==> config.mk <==
export PLATFORM = sky130hd
export DESIGN_NAME = uart_rx_cfg
export DESIGN_NICKNAME = d
export VERILOG_FILES = /design/src/rtl/uart_rx_cfg.sv
export SDC_FILE = /design/constraint.sdc
export NUM_CORES = 1
export LEC_CHECK = 0
export ABC_AREA = 1
export ABC_CLOCK_PERIOD_IN_PS = 1600
export CAP_MARGIN = 40
export CORE_ASPECT_RATIO = 1.4
export CORE_MARGIN = 1
export CORE_UTILIZATION = 45
export CTS_CLUSTER_DIAMETER = 150
export CTS_CLUSTER_SIZE = 14
export DETAILED_ROUTE_END_ITERATION = 10
export PLACE_DENSITY = 0.75
export SKIP_LAST_GASP = 1
export SYNTH_ARGS = -nofsm -noshare
export SYNTH_HDL_FRONTEND = slang
export SYNTH_SLANG_ARGS = --single-unit
==> constraint.sdc <==
create_clock -name clk -period 1.6 [get_ports clk]
set_input_delay 0.48 -clock clk [delete_from_list [all_inputs] [get_ports clk]]
set_output_delay 0.48 -clock clk [all_outputs]
set_load 0.02 [all_outputs]
==> src/rtl/uart_rx_cfg.sv <==
// uart_rx_cfg: configurable oversampling UART receiver
// 3-sample majority per bit, one-entry valid/ready holding register
module uart_rx_cfg #(
  parameter int CLK_FREQ   = 10_000_000,
  parameter int BAUD_RATE  = 9600,
  parameter int OVERSAMPLE = 16,
  parameter int DATA_BITS  = 8,
  parameter int PARITY     = 0,
  parameter int STOP_BITS  = 1
) (
  input  logic                 clk,
  input  logic                 rst_n,
  input  logic                 rx,
  output logic [DATA_BITS-1:0] data_out,
  output logic                 data_valid,
  input  logic                 data_ready,
  output logic                 parity_error,
  output logic                 framing_error,
  output logic                 overrun_error,
  output logic                 break_detect
);

  typedef enum logic [2:0] {
    S_IDLE,
    S_START,
    S_DATA,
    S_PAR,
    S_STOP,
    S_BRK
  } state_t;

  localparam int DIV = CLK_FREQ / (BAUD_RATE * OVERSAMPLE);
  localparam int DW  = (DIV > 1) ? $clog2(DIV) : 1;
  localparam int SW  = $clog2(OVERSAMPLE);
  localparam int BW  = $clog2(DATA_BITS);

  localparam logic [DW-1:0] DIV_LAST = DW'(DIV - 1);
  localparam logic [SW-1:0] S_LAST   = SW'(OVERSAMPLE - 1);
  localparam logic [SW-1:0] S_A      = SW'(OVERSAMPLE / 2 - 1);
  localparam logic [SW-1:0] S_B      = SW'(OVERSAMPLE / 2);
  localparam logic [SW-1:0] S_C      = SW'(OVERSAMPLE / 2 + 1);
  localparam logic [BW-1:0] B_LAST   = BW'(DATA_BITS - 1);

  logic r_sync1, r_sync2, r_sync3;
  logic [DW-1:0] r_div;
  logic [SW-1:0] r_smp;
  logic [BW-1:0] r_bit;
  logic r_stop2, r_s0, r_s1, r_par, r_fe;
  logic [DATA_BITS-1:0] r_shift;
  state_t r_state, w_next;

  logic [DATA_BITS-1:0] r_data;
  logic r_valid, r_pe, r_fe_o, r_ovr, r_brk;

  logic w_restart, w_done;
  logic w_tick, w_dec, w_wrap, w_maj, w_fall;
  logic w_exp, w_pe, w_fe, w_brk, w_hs, w_last;

  // two-flop synchroniser plus one delayed copy for edge detect
  always_ff @(posedge clk or negedge rst_n) begin
    if (!rst_n) begin
      r_sync1 <= 1'b1;
      r_sync2 <= 1'b1;
      r_sync3 <= 1'b1;
    end else begin
      r_sync1 <= rx;
      r_sync2 <= r_sync1;
      r_sync3 <= r_sync2;
    end
  end

  assign w_fall = r_sync3 & ~r_sync2;
  assign w_tick = (r_div == DIV_LAST);
  assign w_dec  = w_tick && (r_smp == S_C);
  assign w_wrap = w_tick && (r_smp == S_LAST);
  assign w_maj  = (r_s0 & r_s1) | (r_s0 & r_sync2) |
                  (r_s1 & r_sync2);
  assign w_exp  = (PARITY == 2) ? ^r_shift : ~^r_shift;
  assign w_pe   = (PARITY != 0) && (r_par != w_exp);
  assign w_fe   = r_fe | ~w_maj;
  assign w_brk  = ~r_stop2 & ~w_maj & ~r_par &
                  (r_shift == '0);
  assign w_last = r_stop2 | (STOP_BITS == 1);
  assign w_hs   = r_valid & data_ready;

  // state register
  always_ff @(posedge clk or negedge rst_n) begin
    if (!rst_n) r_state <= S_IDLE;
    else        r_state <= w_next;
  end

  // next state, counter restart and frame completion
  always_comb begin
    w_next    = r_state;
    w_restart = 1'b0;
    w_done    = 1'b0;
    unique case (r_state)
      S_IDLE: begin
        if (w_fall) begin
          w_next    = S_START;
          w_restart = 1'b1;
        end
      end
      S_START: begin
        if (w_dec && w_maj) w_next = S_IDLE;
        else if (w_wrap)    w_next = S_DATA;
      end
      S_DATA: begin
        if (w_wrap && (r_bit == B_LAST))
          w_next = (PARITY != 0) ? S_PAR : S_STOP;
      end
      S_PAR: begin
        if (w_wrap) w_next = S_STOP;
      end
      S_STOP: begin
        if (w_dec) begin
          if (w_brk) begin
            w_next = S_BRK;
            w_done = 1'b1;
          end else if (w_last) begin
            w_next = S_IDLE;
            w_done = 1'b1;
          end
        end
      end
      S_BRK: begin
        if (r_sync2) w_next = S_IDLE;
      end
      default: w_next = S_IDLE;
    endcase
  end

  // tick/sample counters, sampling and frame assembly
  always_ff @(posedge clk or negedge rst_n) begin
    if (!rst_n) begin
      r_div   <= '0;
      r_smp   <= '0;
      r_bit   <= '0;
      r_stop2 <= 1'b0;
      r_s0    <= 1'b0;
      r_s1    <= 1'b0;
      r_par   <= 1'b0;
      r_fe    <= 1'b0;
      r_shift <= '0;
    end else if (w_restart) begin
      r_div   <= '0;
      r_smp   <= '0;
      r_bit   <= '0;
      r_stop2 <= 1'b0;
      r_par   <= 1'b0;
      r_fe    <= 1'b0;
      r_shift <= '0;
    end else begin
      r_div <= w_tick ? '0 : r_div + 1'b1;
      if (w_tick) begin
        r_smp <= (r_smp == S_LAST) ? '0 : r_smp + 1'b1;
        if (r_smp == S_A) r_s0 <= r_sync2;
        if (r_smp == S_B) r_s1 <= r_sync2;
      end
      if (w_dec) begin
        if (r_state == S_DATA)
          r_shift <= {w_maj, r_shift[DATA_BITS-1:1]};
        if (r_state == S_PAR)  r_par <= w_maj;
        if (r_state == S_STOP) r_fe  <= w_fe;
      end
      if (w_wrap) begin
        if (r_state == S_DATA) r_bit   <= r_bit + 1'b1;
        if (r_state == S_STOP) r_stop2 <= 1'b1;
      end
    end
  end

  // holding register with overrun on a full, unaccepted slot
  always_ff @(posedge clk or negedge rst_n) begin
    if (!rst_n) begin
      r_data  <= '0;
      r_valid <= 1'b0;
      r_pe    <= 1'b0;
      r_fe_o  <= 1'b0;
      r_ovr   <= 1'b0;
      r_brk   <= 1'b0;
    end else if (w_done && (!r_valid || data_ready)) begin
      r_data  <= r_shift;
      r_valid <= 1'b1;
      r_pe    <= w_pe;
      r_fe_o  <= w_fe;
      r_ovr   <= 1'b0;
      r_brk   <= w_brk;
    end else if (w_done) begin
      r_ovr   <= 1'b1;
    end else if (w_hs) begin
      r_valid <= 1'b0;
      r_ovr   <= 1'b0;
    end
  end

  assign data_out      = r_data;
  assign data_valid    = r_valid;
  assign parity_error  = r_pe;
  assign framing_error = r_fe_o;
  assign overrun_error = r_ovr;
  assign break_detect  = r_brk;

endmodule

==> impl_metrics.py, run 1 <==
metrics = {
    "synthesis": {
        "postSynthCellCount": 263,
        "muxShareOfSynthArea_pct": 0,
        "synth_top_family_by_area": "simple AND/OR/NAND/NOR gates",
        "postSynthAreaPerCell_um2": 8.758,
        "synth_xor_area_share_pct": 0.7605,
        "ys_seq_elements": 45,
        "synthesis.area_um2": 2303,
        "synthSimpleGateAreaFrac_pct": 26.07,
        "seq_area_frac_synth_pct": 49.05,
        "synth_edf_count": 0,
        "synth_ff_type": "dfrtp_1",
        "syn_nets": 274,
        "async_flop_share_pct": 100.0,
        "synth_compound_area_share_pct": 11.14,
        "synth_fa_ha_area_share_pct": 3.802,
        "yosys.cell_types.count": 35,
        "synth_warnings": 0,
    },
    "grt": {
        "antenna_found_initial": 0,
        "gr-total-overflow": 0,
        "grt_usage_pct": 17.94,
        "grt_pass1_wl_mm": 7.472,
        "grt_max_degree": 46,
        "grt_pass1_vias": 1796,
    },
    "timing": {
        "holdWs_ns": 0.1414,
        "rsz0062_at_grt": "true",
        "slew_violations": 0,
        "period_share_pct": 95.91,
        "final-setup-viol-count": 0,
        "hold_viol": 0,
        "setup-tns-final_ns": 0,
        "fin_skew_ns": 0.007341,
        "fmax_ghz": 0.6517,
        "min_period_ns": 1.535,
    },
    "floorplanning": {
        "die-area_um2": 5413,
        "num_rows": 30,
        "fp.dieW_um": 62.47,
        "start_util_pct": 47.21,
        "ios": 17,
        "fp.dieH_um": 86.66,
        "core-area_um2": 4880,
    },
    "setup_path": {
        "cp.arrival_ns": 1.72,
        "end_kind": "flop",
        "cp-start-kind": "flop",
        "critical_path.max_fanout": 11,
        "worstPathRequired_ns": 1.78,
        "crit_type": "reg2reg",
    },
    "finish": {
        "nNetsFinal": 310,
        "final_cells": 364,
        "most-common-layout-cells": "nand2_1, dfrtp_1, inv_1, nor2_1, buf_4",
        "stdcell_area_um2": 2800,
        "area_delta_synth_final_pct": 21.56,
        "num_antenna_cells": 0,
        "n_fill_cell": 457,
        "drive_gt1_share_pct": 25.67,
        "final_common_cell": "nand2_1",
    },
    "clock_tree": {
        "htree_num_levels": 2,
        "clk_pin_slew_worst_paths_ns": 0.09,
        "tritoncts": "built",
        "worstSkewPairLatency_ns": 0.30,
        "numCtsBuffers": 5,
        "hold_buffers": 0,
        "clkSinkCount": 45,
        "clock_path_buffers": 2,
        "cts-root-buf": "clkbuf_8",
    },
    "drt": {
        "postRouteAntennaNets": 0,
        "vias": 1757,
        "drc": 0,
        "routedWlPerCell_um": 11.99,
        "postRouteWirelength_mm": 4.363,
        "initialDrtViolationCount": 71,
        "firstDrtPassIters": 4,
        "viasPerCell": 4.827,
    },
    "power_and_ir_drop": {
        "ir_worst_vdd_v": 0.0008612,
        "p_leak_nw": 1.398,
        "p_per_area_nw_per_um2": 1144,
    },
    "place": {
        "port-buffer-count": 15,
        "placed_area_um2": 2614,
        "dp.cells": 352,
        "hpwl_mm": 3.189,
        "globalplace.congestion": 0.8625,
    },
    "run_status": {
        "status": "complete, no violations",
    },
    "min_path": {
        "hold_path.class": "in2async",
    },
    "run": {
        "maxCapViolCount": 0,
    },
}
final timing paths:
path | start | end | slack, ns | depth (start not counted)
hold reg to reg | r_sync2 | r_sync3 | 0.37 | 0
max in group asynchronous | rst_n | r_sync3 | 1.18 | 2
hold / removal | rst_n | data_out[4] | 0.14 | 2
setup reg to reg | r_smp[1] | r_shift[2] | 0.07 | 10
min in group clk | r_sync2 | r_sync3 | 0.37 | 0
setup / recovery | r_smp[1] | r_shift[2] | 0.07 | 10
stage by stage:
step | setup slack [ns] | util, % | power (mW)
finish | 0.06546 | 57.38 | 3.204
global route | -0.06214 | 57.38 | 3.434
CTS | 0.009729 | 55.72 | 3.137
detailed placement | -0.02711 | 53.56 | 2.229
global placement | 0.01045 | 53.56 | 2.220
floorplan | 0.1148 | - | 1.982
kinds of logic after synthesis:
kind of cell / after synthesis
compound gates: 37
flops: 45
buf+inv: 44
simple gates: 127
xor+xnor: 2
fa+ha+maj: 7
other cells: 1
area by class of cell:
type                    count  area, µm²  share of cell area [%]
clock buffers               6      82.58                   2.949
repair buffers             35      309.0                   11.04
well taps                  64      80.08                   2.860
clock inverters             2      37.54                   1.340
flip-flops and latches     45       1130                   40.35
multi-input cells         174       1011                   36.10
inverters                  38      150.1                   5.362
worst max-delay path, stage by stage (launching register included):
cell and delay, ns:
dfrtp_1 0.40, inv_1 0.08, ha_1 0.14, inv_1 0.03, nor2_1 0.09, buf_4 0.14, nand2_4 0.06, clkinv_4 0.08
nand2_2 0.14, a21oi_1 0.18, a21oi_1 0.07
routing by layer:
layer,global-route usage (%),routed length (µm)
met1,18.06,1803
met2,34.39,2404
met3,4.737,92
met4,7.611,63
met5,0,0
Yosys cell counts, types with 2 or more instances:
library cell,count,area (µm²)
inv_1,34,127.6
nor3_1,6,30.03
o21ai_2,11,96.34
dfstp_2,3,78.83
o21ai_0,4,20.02
buf_6,4,45.04
nand2_1,65,244.0
ha_1,7,87.58
o31ai_2,2,25.02
nand4_1,4,25.02
o21ai_1,6,30.03
dfrtp_1,42,1051
inv_2,3,11.26
buf_4,2,15.01
nor2_1,22,82.58
a21oi_1,11,55.05
nand2_2,3,18.77
nand3_1,12,60.06
nor2_2,6,37.54
sequential cells by signal, summed over array words and instances (netlist names):
signal         cells
break_detect       1
data_out           8
data_valid         1
framing_error      1
overrun_error      1
r_bit              3
r_div              7
r_fe               1
r_par              1
r_s0               1
r_s1               1
r_shift            8
r_smp              4
r_state            3
r_stop2            1
r_sync1            1
r_sync2            1
r_sync3            1
power by group:
part,switching [mW],internal (mW),total [mW],leakage (nW)
Sequential,0.0923,1.25,1.35,0.605
Combinational,0.580,0.375,0.955,0.735
Clock,0.394,0.508,0.901,0.0574
Total,1.07,2.14,3.20,1.40
timing repair:
item | 4_1_cts | 5_1_grt
gates resized for setup | 14 | 16
pin swaps | 1 | 5
buffers inserted | 0 | 4
endpoints found under the setup margin | 15 | 24
gates cloned | 0 | 0
No activity file was read; power rests on OpenSTA's default activity.
==> inputs of run 2 (changes only) <==
Settings changed: ABC_CLOCK_PERIOD_IN_PS 1600 to 1360.
Clock period 1.6 ns to 1.36 ns, I/O delays scaled along.
==> run 2 against run 1 <==
Net effect: the flow now finishes with violations (negative setup slack); die area stayed put; sequential power increased by 16%; global-route usage increased by 1.4 points; clock power is 31% higher; sequential share of layout area decreased by 5.6 points; clock skew is 0.0029 ns higher; register-to-register slack worse by 0.24 ns; power rose by 39%; critical endpoint is now r_s1; combinational power grew 77%; design area rose by 16%; first-iteration DRC count down 18%; maximum frequency is essentially flat.
==> impl_metrics.py, run 2 (synthesis gave the netlist of run 1 again) <==
metrics = {
    "min_path": {
        "hold_depth": 0,
        "hold_path.class": "reg2reg",
        "worstHoldStart": "r_sync1",
    },
    "run_status": {
        "status": "finished with violations",
        "violations": "negative setup slack",
    },
    "grt": {
        "use_met3_pct": 3.158,
        "grt_usage_pct": 19.36,
        "grt_busiest_layer": "met2",
        "met2_usage_pct": 38.74,
        "grt_pass1_wl_mm": 8.204,
        "gr-total-overflow": 0,
        "antenna_found_initial": 0,
        "grt_pass1_vias": 1895,
        "grt_max_degree": 22,
        "met1_usage_pct": 20.10,
    },
    "power_and_ir_drop": {
        "ir_worst_vdd_v": 0.0008132,
        "p_per_area_nw_per_um2": 1363,
        "p_total_mw": 4.440,
        "p_leak_nw": 1.556,
    },
    "timing": {
        "period_share_pct": 112.7,
        "fin_skew_ns": 0.01027,
        "fmax_ghz": 0.6522,
        "rsz0062_at_grt": "true",
        "final-setup-viol-count": 33,
        "holdWs_ns": 0.3672,
        "min_period_ns": 1.533,
        "slew_violations": 0,
        "setup_ws_ns": -0.1732,
        "hold_viol": 0,
    },
    "place": {
        "port-buffer-count": 15,
        "dp_slack_ns": -0.3211,
        "hpwl_mm": 3.405,
        "placed_area_um2": 2829,
        "globalplace.congestion": 0.8253,
    },
    "drt": {
        "routedWlPerCell_um": 13.17,
        "postRouteWirelength_mm": 5.204,
        "viasPerCell": 4.957,
        "initialDrtViolationCount": 58,
        "drc": 0,
        "postRouteAntennaNets": 0,
        "vias": 1958,
        "firstDrtPassIters": 4,
    },
    "finish": {
        "final_core_util_pct": 66.77,
        "most-common-layout-cells": "nand2_1, dfrtp_1, buf_4, inv_1, nand2_2",
        "num_antenna_cells": 0,
        "drive_gt1_share_pct": 47.73,
        "nNetsFinal": 341,
        "area_delta_synth_final_pct": 41.44,
        "stdcell_area_um2": 3258,
        "final_common_cell": "nand2_1",
    },
    "clock_tree": {
        "clkSinkCount": 45,
        "numCtsBuffers": 5,
        "tritoncts": "built",
        "clock_path_buffers": 2,
        "htree_num_levels": 2,
        "worstSkewPairLatency_ns": 0.30,
        "clk_pin_slew_worst_paths_ns": 0.08,
        "cts-root-buf": "clkbuf_8",
    },
    "setup_path": {
        "ff2ff_setup_slack_ns": -0.17,
        "r2r-start": "r_div[1]",
        "startpoint": "r_div[1]",
        "cp.arrival_ns": 1.71,
        "worstPathRequired_ns": 1.54,
        "ff2ff_path_depth": 10,
        "crit_type": "reg2reg",
        "end_kind": "flop",
        "cp-start-kind": "flop",
        "critical_path.max_fanout": 5,
    },
    "floorplanning": {
        "num_rows": 30,
        "core-area_um2": 4880,
        "fp.dieH_um": 86.66,
        "die-area_um2": 5413,
        "fp.dieW_um": 62.47,
        "start_util_pct": 47.21,
        "ios": 17,
    },
    "run": {
        "maxCapViolCount": 0,
    },
}
[run 2: final timing paths]
kind / to
min reg2reg: r_sync2
min in group asynchronous: r_shift[3]
max in group asynchronous: r_sync3
min: r_sync2
max reg2reg: r_s1
max: r_s1
[run 2: layout make-up]
class                           instances  area (µm²)
Inverter                               38       162.7
Tap cell                               64       80.08
Sequential cell                        45        1131
Timing Repair Buffer                   63       511.7
Fill cell                             362        1622
Clock inverter                          3       65.06
Multi-Input combinational cell        177        1239
Clock buffer                            5       68.82
[run 2: critical path: stages, from the launching register on]
cell and delay (ns):
dfrtp_1 0.38, inv_1 0.06, ha_2 0.18, nand2_2 0.07
nor2_4 0.18, buf_6 0.14, inv_6 0.04, nor2_8 0.12
inv_2 0.06, o21ai_2 0.12, o31ai_2 0.07
[run 2: power by group]
part | leakage (nW) | total [mW] | switching [mW] | internal, mW
sequential | 0.604 | 1.57 | 0.0904 | 1.48
clock | 0.0681 | 1.18 | 0.450 | 0.730
combinational | 0.884 | 1.69 | 0.955 | 0.736
total | 1.56 | 4.44 | 1.50 | 2.94
[run 2: routing by layer]
metal	wire length [µm]	vias to the layer above
met1	1940	941
met5	0	-
met3	145	6
met2	3053	34
li1	-	977
met4	65	0
[run 2: timing repair]
| action | CTS | global route |
|---|---|---|
| hold buffers | 1 | 0 |
| pin swaps | 2 | 8 |
| setup endpoints to repair | 53 | 53 |
| buffers inserted | 1 | 6 |
| hold endpoints to repair | 9 | 0 |
| gates cloned | 2 | 1 |
| resized for setup | 64 | 57 |
[run 2: through the flow]
stage | instances | TNS [ns]
final | 395 | -3.644
after global routing | 395 | -6.701
after CTS | 389 | -4.499
after detailed placement | 377 | -6.404
after global placement | 377 | -5.268
after floorplan | 263 | -1.354
==> inputs of run 3 (changes only) <==
Settings changed: CAP_MARGIN 40 to 20.
==> results of run 3 <==
The final DEF is identical to that of run 2; final timing and power are the same.
